File: src/rtl/bank_rr_arbiter.sv
// Round-robin arbiter that shares one BRAM bank among PARALLEL requesters and
// routes read data back to the issuing requester through a tagged latency pipeline.
module bank_rr_arbiter #(
  parameter int ADDR_WIDTH = 13,
  parameter int DATA_WIDTH = 32,
  parameter int PARALLEL   = 16,
  parameter int LOWER_ADDR = 0,
  parameter int UPPER_ADDR = 4,
  parameter int RD_LATENCY = 1
) (
  input  logic                             clk,
  input  logic                             rst_n,
  input  logic [PARALLEL-1:0]              req,
  input  logic [PARALLEL-1:0]              write_en,
  input  logic [ADDR_WIDTH*PARALLEL-1:0]   addrFM,
  input  logic [DATA_WIDTH*PARALLEL-1:0]   dataFM,
  output logic [PARALLEL-1:0]              gnt,
  output logic [PARALLEL-1:0]              conflict,
  output logic                             mem_en,
  output logic                             mem_we,
  output logic [ADDR_WIDTH-1:0]            mem_addr,
  output logic [DATA_WIDTH-1:0]            mem_wdata,
  input  logic [DATA_WIDTH-1:0]            data_mem,
  output logic [DATA_WIDTH*PARALLEL-1:0]   dataM,
  output logic [PARALLEL-1:0]              rvalid
);

  localparam int                     PW       = $clog2(PARALLEL);
  localparam logic [ADDR_WIDTH-1:0]  LOWER_A  = ADDR_WIDTH'(LOWER_ADDR);
  localparam logic [PW-1:0]          LAST_IDX = PW'(PARALLEL - 1);
  localparam logic [PW-1:0]          ONE_PW   = PW'(1'b1);
  localparam logic [PARALLEL-1:0]    ONE_P    = PARALLEL'(1'b1);

  logic [PARALLEL-1:0]   gnt_r;
  logic [PARALLEL-1:0]   conflict_r;
  logic [PARALLEL-1:0]   rvalid_r;
  logic                  mem_en_r;
  logic                  mem_we_r;
  logic [ADDR_WIDTH-1:0] mem_addr_r;
  logic [DATA_WIDTH-1:0] mem_wdata_r;
  logic [PW-1:0]         ptr_r;
  logic [PW-1:0]         gnt_idx_r;
  logic                  rd_vld_r [RD_LATENCY];
  logic [PW-1:0]         rd_tag_r [RD_LATENCY];
  logic [DATA_WIDTH-1:0] dat_r    [PARALLEL];

  logic [ADDR_WIDTH-1:0] addr_s   [PARALLEL];
  logic [DATA_WIDTH-1:0] wdat_s   [PARALLEL];
  logic [PARALLEL-1:0]   in_win_s;
  logic [PARALLEL-1:0]   elig_s;
  logic [PARALLEL-1:0]   win_oh_s;
  logic                  found_s;
  logic [PW-1:0]         win_s;
  logic [PW-1:0]         ptr_next_s;

  function automatic logic in_window(input logic [ADDR_WIDTH-1:0] a);
    int av;
    av = int'(a);
    return (av >= LOWER_ADDR) && (av <= UPPER_ADDR);
  endfunction

  for (genvar g = 0; g < PARALLEL; g++) begin : g_slot
    assign addr_s[g]   = addrFM[g*ADDR_WIDTH +: ADDR_WIDTH];
    assign wdat_s[g]   = dataFM[g*DATA_WIDTH +: DATA_WIDTH];
    assign in_win_s[g] = in_window(addr_s[g]);
    assign dataM[g*DATA_WIDTH +: DATA_WIDTH] = dat_r[g];
  end

  // Last cycle's winner is masked so a held request cannot take two slots in a row.
  assign elig_s = req & in_win_s & ~gnt_r;

  // Pick the first eligible requester at or after the pointer, wrapping around.
  always_comb begin
    int idx_v;
    idx_v   = 0;
    win_s   = '0;
    for (int k = PARALLEL - 1; k >= 0; k--) begin
      idx_v = int'(ptr_r) + k;
      idx_v = (idx_v >= PARALLEL) ? (idx_v - PARALLEL) : idx_v;
      win_s = elig_s[PW'(idx_v)] ? PW'(idx_v) : win_s;
    end
    found_s    = |elig_s;
    win_oh_s   = found_s ? (ONE_P << win_s) : '0;
    ptr_next_s = (win_s == LAST_IDX) ? '0 : (win_s + ONE_PW);
  end

  // Register the grant decision and drive the BRAM port.
  always_ff @(posedge clk or negedge rst_n) begin
    if (!rst_n) begin
      gnt_r       <= '0;
      conflict_r  <= '0;
      mem_en_r    <= 1'b0;
      mem_we_r    <= 1'b0;
      mem_addr_r  <= '0;
      mem_wdata_r <= '0;
      ptr_r       <= '0;
      gnt_idx_r   <= '0;
    end else if (found_s) begin
      gnt_r       <= win_oh_s;
      conflict_r  <= elig_s & ~win_oh_s;
      mem_en_r    <= 1'b1;
      mem_we_r    <= write_en[win_s];
      mem_addr_r  <= addr_s[win_s] - LOWER_A;
      mem_wdata_r <= wdat_s[win_s];
      ptr_r       <= ptr_next_s;
      gnt_idx_r   <= win_s;
    end else begin
      gnt_r       <= '0;
      conflict_r  <= '0;
      mem_en_r    <= 1'b0;
      mem_we_r    <= 1'b0;
    end
  end

  // Carry each issued read's requester index until the BRAM data arrives.
  always_ff @(posedge clk or negedge rst_n) begin
    if (!rst_n) begin
      for (int s = 0; s < RD_LATENCY; s++) begin
        rd_vld_r[s] <= 1'b0;
        rd_tag_r[s] <= '0;
      end
    end else begin
      rd_vld_r[0] <= mem_en_r & ~mem_we_r;
      rd_tag_r[0] <= gnt_idx_r;
      for (int s = 1; s < RD_LATENCY; s++) begin
        rd_vld_r[s] <= rd_vld_r[s-1];
        rd_tag_r[s] <= rd_tag_r[s-1];
      end
    end
  end

  // Latch returning read data into the issuer's slot and pulse its valid.
  always_ff @(posedge clk or negedge rst_n) begin
    if (!rst_n) begin
      rvalid_r <= '0;
      for (int p = 0; p < PARALLEL; p++) begin
        dat_r[p] <= '0;
      end
    end else begin
      rvalid_r <= rd_vld_r[RD_LATENCY-1] ? (ONE_P << rd_tag_r[RD_LATENCY-1]) : '0;
      for (int p = 0; p < PARALLEL; p++) begin
        if (rd_vld_r[RD_LATENCY-1] && (rd_tag_r[RD_LATENCY-1] == PW'(p))) begin
          dat_r[p] <= data_mem;
        end else begin
          dat_r[p] <= dat_r[p];
        end
      end
    end
  end

  assign gnt       = gnt_r;
  assign conflict  = conflict_r;
  assign mem_en    = mem_en_r;
  assign mem_we    = mem_we_r;
  assign mem_addr  = mem_addr_r;
  assign mem_wdata = mem_wdata_r;
  assign rvalid    = rvalid_r;

endmodule

File: config.mk
export PLATFORM = sky130hd
export DESIGN_NAME = bank_rr_arbiter
export DESIGN_NICKNAME = d
export VERILOG_FILES = /design/src/rtl/bank_rr_arbiter.sv
export SDC_FILE = /design/constraint.sdc
export NUM_CORES = 1
export LEC_CHECK = 0
export BUFFER_PORTS_ARGS = -buffer_cell sky130_fd_sc_hd__clkbuf_2
export CAP_MARGIN = 5
export CORE_AREA = 3 3 538 540
export DETAILED_ROUTE_END_ITERATION = 10
export DIE_AREA = 0 0 541 543
export HOLD_SLACK_MARGIN = 0.12
export PLACE_DENSITY = 0.32
export SYNTH_ARGS = -nofsm -noshare
export SYNTH_HDL_FRONTEND = slang
export SYNTH_SLANG_ARGS = --single-unit
File: constraint.sdc
create_clock -name clk -period 5.5 [get_ports clk]
set_input_delay 1.1 -clock clk [delete_from_list [all_inputs] [get_ports clk]]
set_output_delay 1.1 -clock clk [all_outputs]
set_load 0.005 [all_outputs]
==> impl_metrics.yaml, run 1 <==
status:
  status: "finished, final reports clean"
floorplanning:
  core_area_sq_um: 285000
  io_pins: 1393
  dieArea_sq_um: 294000
  die_h_um: 543
  rows: 196
  fp.dieW_um: 541
  start_util_pct: 10.9
setup_path:
  slowest_delay_ps: 670
  critPathSlowestCell: "mux4_2"
  critical_path.cell_chain: "clkbuf_2, nor4b_2, nand4_1, mux4_2, o22ai_1, a211oi_1, o21ai_0, nor4b_2, a221oi_4, or2_4, inv_16, buf_12, buf_4, mux2i_1, a32oi_1, a32oi_1, o21ai_1"
  crit_type: "in2reg"
  crit_path_end_kind: "flip-flop"
  reg2reg_setup_slack_ps: 150
  required_ps: 6110
  rr_worst_depth: 17
  r2r-end: "mem_wdata[27]"
  crit_family: "simple AND/OR/NAND/NOR gates"
  start_kind: "primary input"
  timing.rr.start: "gnt[3]"
  worstPathArrival_ps: 6000
  cp_num_buf_inv: 4
  worst-path-max-fanout: 21
timing:
  tns_ps: 0
  setup_viol: 0
  clock_skew_ps: 90.0
  hold_viol: 0
  layout_worst_path_cycle_share_pct: 97.9
  rsz0062_at_grt: "false"
  worstMarginPinSlew_ps: 1110
  slew_violations: 0
  clock.fmax_mhz: 186
  period_minus_slack_ps: 5380
  slew_headroom_pct: 25.7
cts:
  cts_tree: "yes"
  h-tree-depth: 3
  hold_buffers: 0
  clock_sinks: 620
  clk_path_buf_depth: 3
  clock_latency_ps: 720
  numCtsBuffers: 84
  root_buffer: "clkbuf_16"
  path_clk_slew_ps: 60
hold_path:
  hold_path_end: "rd_tag_r[2]"
  hp-class: "reg2reg"
  holdCritStartpoint: "gnt_idx_r[2]"
  whs_path_depth: 0
final_layout:
  num-fill-cells: 32300
  final_area_sq_um: 47500
  fin_nets: 5317
  final_layout_size_suffix_gt1_share_pct: 49.8
  syn2layout_area_growth_pct: 53.4
  regArea_sq_um: 15500
  multiInputGateArea_sq_um: 14500
logic_synthesis:
  async_flop_share_pct: 100
  synth-main-ff-cell: "dfrtp_1"
  post-synth-top-count-cell: "nand2_1"
  synth_common_cells: "nand2_1, dfrtp_1, mux2_2, mux2i_1, clkbuf_1"
  ys_seq_area_share_pct: 50.1
  synth_top_area_cell: "dfrtp_1"
  synth_cell_types: 82
  ys_seq_elements: 620
  ys_warn_count: 0
  ys_top_cells_by_area: "dfrtp_1, mux2_2, nand2_1, mux2i_1, mux4_2"
  syn_avg_cell_area_sq_um: 10.5
  netlist_area_sq_um: 31000
  synth_edf_count: 0
  synthCells: 2939
  synth_nets: 3734
  yosys.area.top_type_share_pct: 50.1
placement:
  hpwl_um: 189000
  portBuffers: 1392
  placed_cell_area_sq_um: 44600
  routabilityCongestion: 0.956
global_route:
  first_global_vias: 31400
  grt_pass1_wl_um: 302000
  antenna_found_initial: 92
  grt_max_degree: 125
  globalRoute.totalOverflow: 0
  grt_usage_pct: 15.2
drt:
  drt_wl_total_um: 233000
  vias: 30500
  drtPass1Iterations: 5
  via_per_inst: 3.63
  wl_per_cell_um: 27.7
  drt_iter0_drc: 1986
  remaining_drc_errors: 0
  postRouteAntennaNets: 0
flow_run:
  cap_violations: 0
pwr:
  ir_drop_mv: 0.213
  leakage_nw: 22.4
  power-per-cell-area_nw_per_um2: 282
[metrics by stage]
stage | utilization, % | power [W] | setup WS [ps] | hold slack [ps] | instances
2_1_floorplan | - | 0.00605 | 702 | 354 | 2939
3_3_place_gp | 15.6 | 0.00790 | -1590 | 376 | 8196
3_5_place_dp | 15.6 | 0.00788 | -1500 | 378 | 8196
4_1_cts | 16.6 | 0.0138 | 8.87 | 365 | 8343
5_1_grt | 16.7 | 0.0140 | 26.3 | 401 | 8381
6_report | 16.7 | 0.0134 | 118 | 382 | 8396
[cells by family (layout without fill, tap and decap cells)]
family,Yosys count,after routing,share of synthesized area (%)
AO/OA/AOI/OAI,294,294,7.14
XOR/XNOR,15,15,0.448
adder cells (fa/ha/maj),9,9,0.363
buffers and inverters,229,1873,3.58
flip-flops,620,620,50.1
multiplexers,608,608,21.9
other,0,51,0
AND/OR/NAND/NOR,1164,1164,16.5
[where the power goes]
group | internal, W | switching (W) | total (W)
combinational | 0.00107 | 0.00175 | 0.00282
sequential | 0.00476 | 0.000151 | 0.00491
clock | 0.00325 | 0.00241 | 0.00566
[registers in the layout (all words and copies together) (netlist names)]
signal / flops
conflict: 16
gnt: 16
mem_we: 1
rd_tag_r: 4
mem_wdata: 32
gnt_idx_r: 4
rvalid: 16
mem_en: 1
rd_vld_r: 1
ptr_r: 4
dataM: 512
mem_addr: 13
[routing by layer]
| layer | track usage [%] | vias to the layer above | share of wire [%] |
|---|---|---|---|
| li1 | - | 13600 | - |
| met2 | 27.8 | 1402 | 52 |
| met1 | 16.2 | 15200 | 36 |
| met5 | 0 | - | 0.048 |
| met4 | 7.99 | 16 | 5.8 |
| met3 | 3.30 | 333 | 5.8 |
[worst register-to-register path, stage by stage, from the launching register on]
cell and delay (ps):
dfrtp_1 490, nor4b_1 650, buf_4 230, nand4_1 100, buf_4 210, mux4_2 540
mux4_2 570, o21ai_0 140, nor4b_2 410, a221oi_4 110, or2_4 330, inv_16 140
buf_12 220, buf_4 250, mux2i_1 200, a32oi_1 130, a32oi_1 420, o21ai_1 110
[cell type report]
type | instances | share of cell area, %
sequential | 620 | 32.7
multi-input combinational | 2090 | 30.6
timing repair buffer | 1706 | 20.6
tap | 3762 | 9.91
clock buffer | 115 | 4.86
clock inverter | 32 | 0.993
antenna | 51 | 0.269
inverter | 20 | 0.208
[worst max-delay path by stage]
stage | startpoint | endpoint | slack [ps] | cells after the start
3_3_place_gp | addrFM[22] | mem_wdata[12] | -1590 | 20
5_1_grt | gnt[3] | mem_wdata[12] | 30 | 18
4_1_cts | gnt[1] | mem_wdata[12] | 9 | 17
6_report | addrFM[62] | mem_wdata[27] | 120 | 17
3_5_place_dp | addrFM[22] | mem_wdata[12] | -1500 | 20
2_1_floorplan | addrFM[113] | ptr_r[2] | 700 | 16
[cells in the final DEF (no fill, tap or decap), types with 5 or more instances in the layout]
master	Yosys	layout
buf_12	3	35
clkbuf_8	0	9
nor4b_2	7	7
diode_2	0	51
a32oi_1	58	57
xnor2_1	10	10
mux4_2	24	24
buf_4	9	279
nor2_4	1	12
a311oi_1	17	17
and2_1	13	13
or2_2	11	11
clkbuf_2	1	1391
nor4b_1	11	10
nor2_1	72	61
nor3b_1	17	17
nor4_1	28	27
nand4_1	23	23
clkbuf_1	108	22
mux2_2	326	326
a211oi_1	22	21
o21ai_0	51	48
nor3_1	8	8
bufinv_16	0	6
a211oi_2	15	16
inv_2	4	9
inv_1	13	7
nor4_2	13	14
nand2_1	868	868
o22ai_1	24	24
o21ai_1	14	16
nand3_1	56	56
clkbuf_16	0	84
a21oi_1	11	11
mux2i_1	258	258
ha_1	9	9
a31oi_1	36	35
clkinv_2	0	12
dfrtp_1	620	620
and3_1	5	5
[repair_timing]
action	4_1_cts	5_1_grt
endpoints found under the hold margin	0	0
pin swaps	1	1
setup buffers	0	2
gates resized for setup	4	1
setup endpoints to repair	20	2
Note: power is estimated with default switching activity, not from simulation.
==> run 2, diff against run 1 <==
- SETUP_SLACK_MARGIN: default -> 0.5
==> impl_metrics.yaml, run 2 (synthesized netlist as in run 1, its figures left out) <==
timing:
  setup_viol: 0
  clock_skew_ps: 90.2
  tns_ps: 0
  layout_worst_path_cycle_share_pct: 90.3
  worstMarginPinSlew_ps: 1130
  hold_viol: 0
  clock.fmax_mhz: 201
  period_minus_slack_ps: 4970
  rsz0062_at_grt: "true"
  slew_headroom_pct: 24.6
  slew_violations: 0
floorplanning:
  rows: 196
  io_pins: 1393
  core_area_sq_um: 285000
  dieArea_sq_um: 294000
  start_util_pct: 10.9
  die_h_um: 543
  fp.dieW_um: 541
cts:
  clk_path_buf_depth: 3
  numCtsBuffers: 84
  root_buffer: "clkbuf_16"
  cts_tree: "yes"
  h-tree-depth: 3
  hold_buffers: 0
  path_clk_slew_ps: 60
  clock_sinks: 620
  clock_latency_ps: 720
final_layout:
  syn2layout_area_growth_pct: 54.0
  final_area_sq_um: 47700
  fin_nets: 5324
  final_cell_mix: "clkbuf_2, nand2_1, dfrtp_1"
  final_common_cell: "clkbuf_2"
  largest_reg_flops: 512
  final_layout_size_suffix_gt1_share_pct: 50.3
pwr:
  power-per-cell-area_nw_per_um2: 281
  leakage_nw: 22.4
  ir_drop_mv: 0.211
hold_path:
  whs_path_depth: 0
  holdCritStartpoint: "gnt_idx_r[2]"
  hold_path_end: "rd_tag_r[2]"
  hp-class: "reg2reg"
placement:
  routabilityCongestion: 0.956
  hpwl_um: 189000
  placed_cell_area_sq_um: 44600
  portBuffers: 1392
setup_path:
  reg2reg_setup_slack_ps: 610
  r2r-end: "mem_wdata[18]"
  start_kind: "primary input"
  timing.rr.start: "gnt[3]"
  worst-path-max-fanout: 21
  rr_worst_depth: 17
  crit_type: "in2reg"
  worstPathArrival_ps: 5580
  required_ps: 6120
  crit_path_end_kind: "flip-flop"
status:
  status: "finished, final reports clean"
drt:
  via_per_inst: 3.63
  drt_iter0_drc: 1950
  remaining_drc_errors: 0
  wl_per_cell_um: 27.8
  postRouteAntennaNets: 0
  vias: 30500
  drt_wl_total_um: 233000
  drtPass1Iterations: 6
flow_run:
  cap_violations: 0
global_route:
  grt_max_degree: 125
  grt_pass1_wl_um: 302000
  antenna_found_initial: 91
  grt_usage_pct: 15.2
  globalRoute.totalOverflow: 0
  first_global_vias: 31500
## run 2: final cells by class
cell class / instances / area (sq um)
fillers: 32300 / 237000
flip-flops and latches: 620 / 15500
multi-input cells: 2090 / 14700
repair buffers: 1713 / 9830
well taps: 3762 / 4710
clock buffers: 115 / 2310
clock inverters: 32 / 472
diodes: 51 / 128
inverters: 20 / 101
## run 2: routing by layer
metal,GRT usage (%),wire length (um),vias up
li1,-,-,13600
met1,16.2,85200,15200
met2,27.7,121000,1346
met3,3.36,13400,341
met4,8.32,13500,20
met5,0,128,-
## run 2: repair_timing
item / CTS / global route
gates resized for setup: 19 / 15
setup buffers: 8 / 1
pin swaps: 5 / 4
endpoints found under the setup margin: 72 / 35
## run 2: worst max path at each step
stage,from,end,cells past startpoint
after floorplan,addrFM[113],ptr_r[2],16
after global placement,addrFM[22],mem_wdata[12],20
after detailed placement,addrFM[22],mem_wdata[12],20
after CTS,gnt[1],mem_wdata[12],18
after global routing,addrFM[22],mem_wdata[12],20
final,addrFM[200],mem_wdata[27],18
## run 2: through the flow
| stage | util (%) | hold WS (ps) | power [W] | instances | setup WS (ps) |
|---|---|---|---|---|---|
| floorplan | - | 354 | 0.00605 | 2939 | 702 |
| global placement | 15.6 | 376 | 0.00790 | 8196 | -1590 |
| detailed placement | 15.6 | 378 | 0.00788 | 8196 | -1500 |
| CTS | 16.7 | 365 | 0.0138 | 8351 | 443 |
| global route | 16.7 | 401 | 0.0141 | 8390 | 461 |
| finish | 16.7 | 382 | 0.0134 | 8403 | 533 |
## run 2: power by group
part           leakage, nW  total, W  internal, W  switching [W]
registers             7.54   0.00491      0.00476       0.000153
clock network         1.35   0.00566      0.00325        0.00241
logic                 13.5   0.00284      0.00108        0.00176
## run 2: worst max-delay path, cell delays in order
cell and delay, ps:
clkbuf_2 110, nor4_1 360, buf_4 180, nand4_1 320
mux4_2 690, o22ai_2 230, or2_1 280, o31ai_2 150
a211oi_4 380, a221oi_4 60, or2_4 330, inv_16 140
buf_12 200, buf_4 190, mux2i_1 210, a32oi_1 150
a32oi_2 320, o21ai_1 100
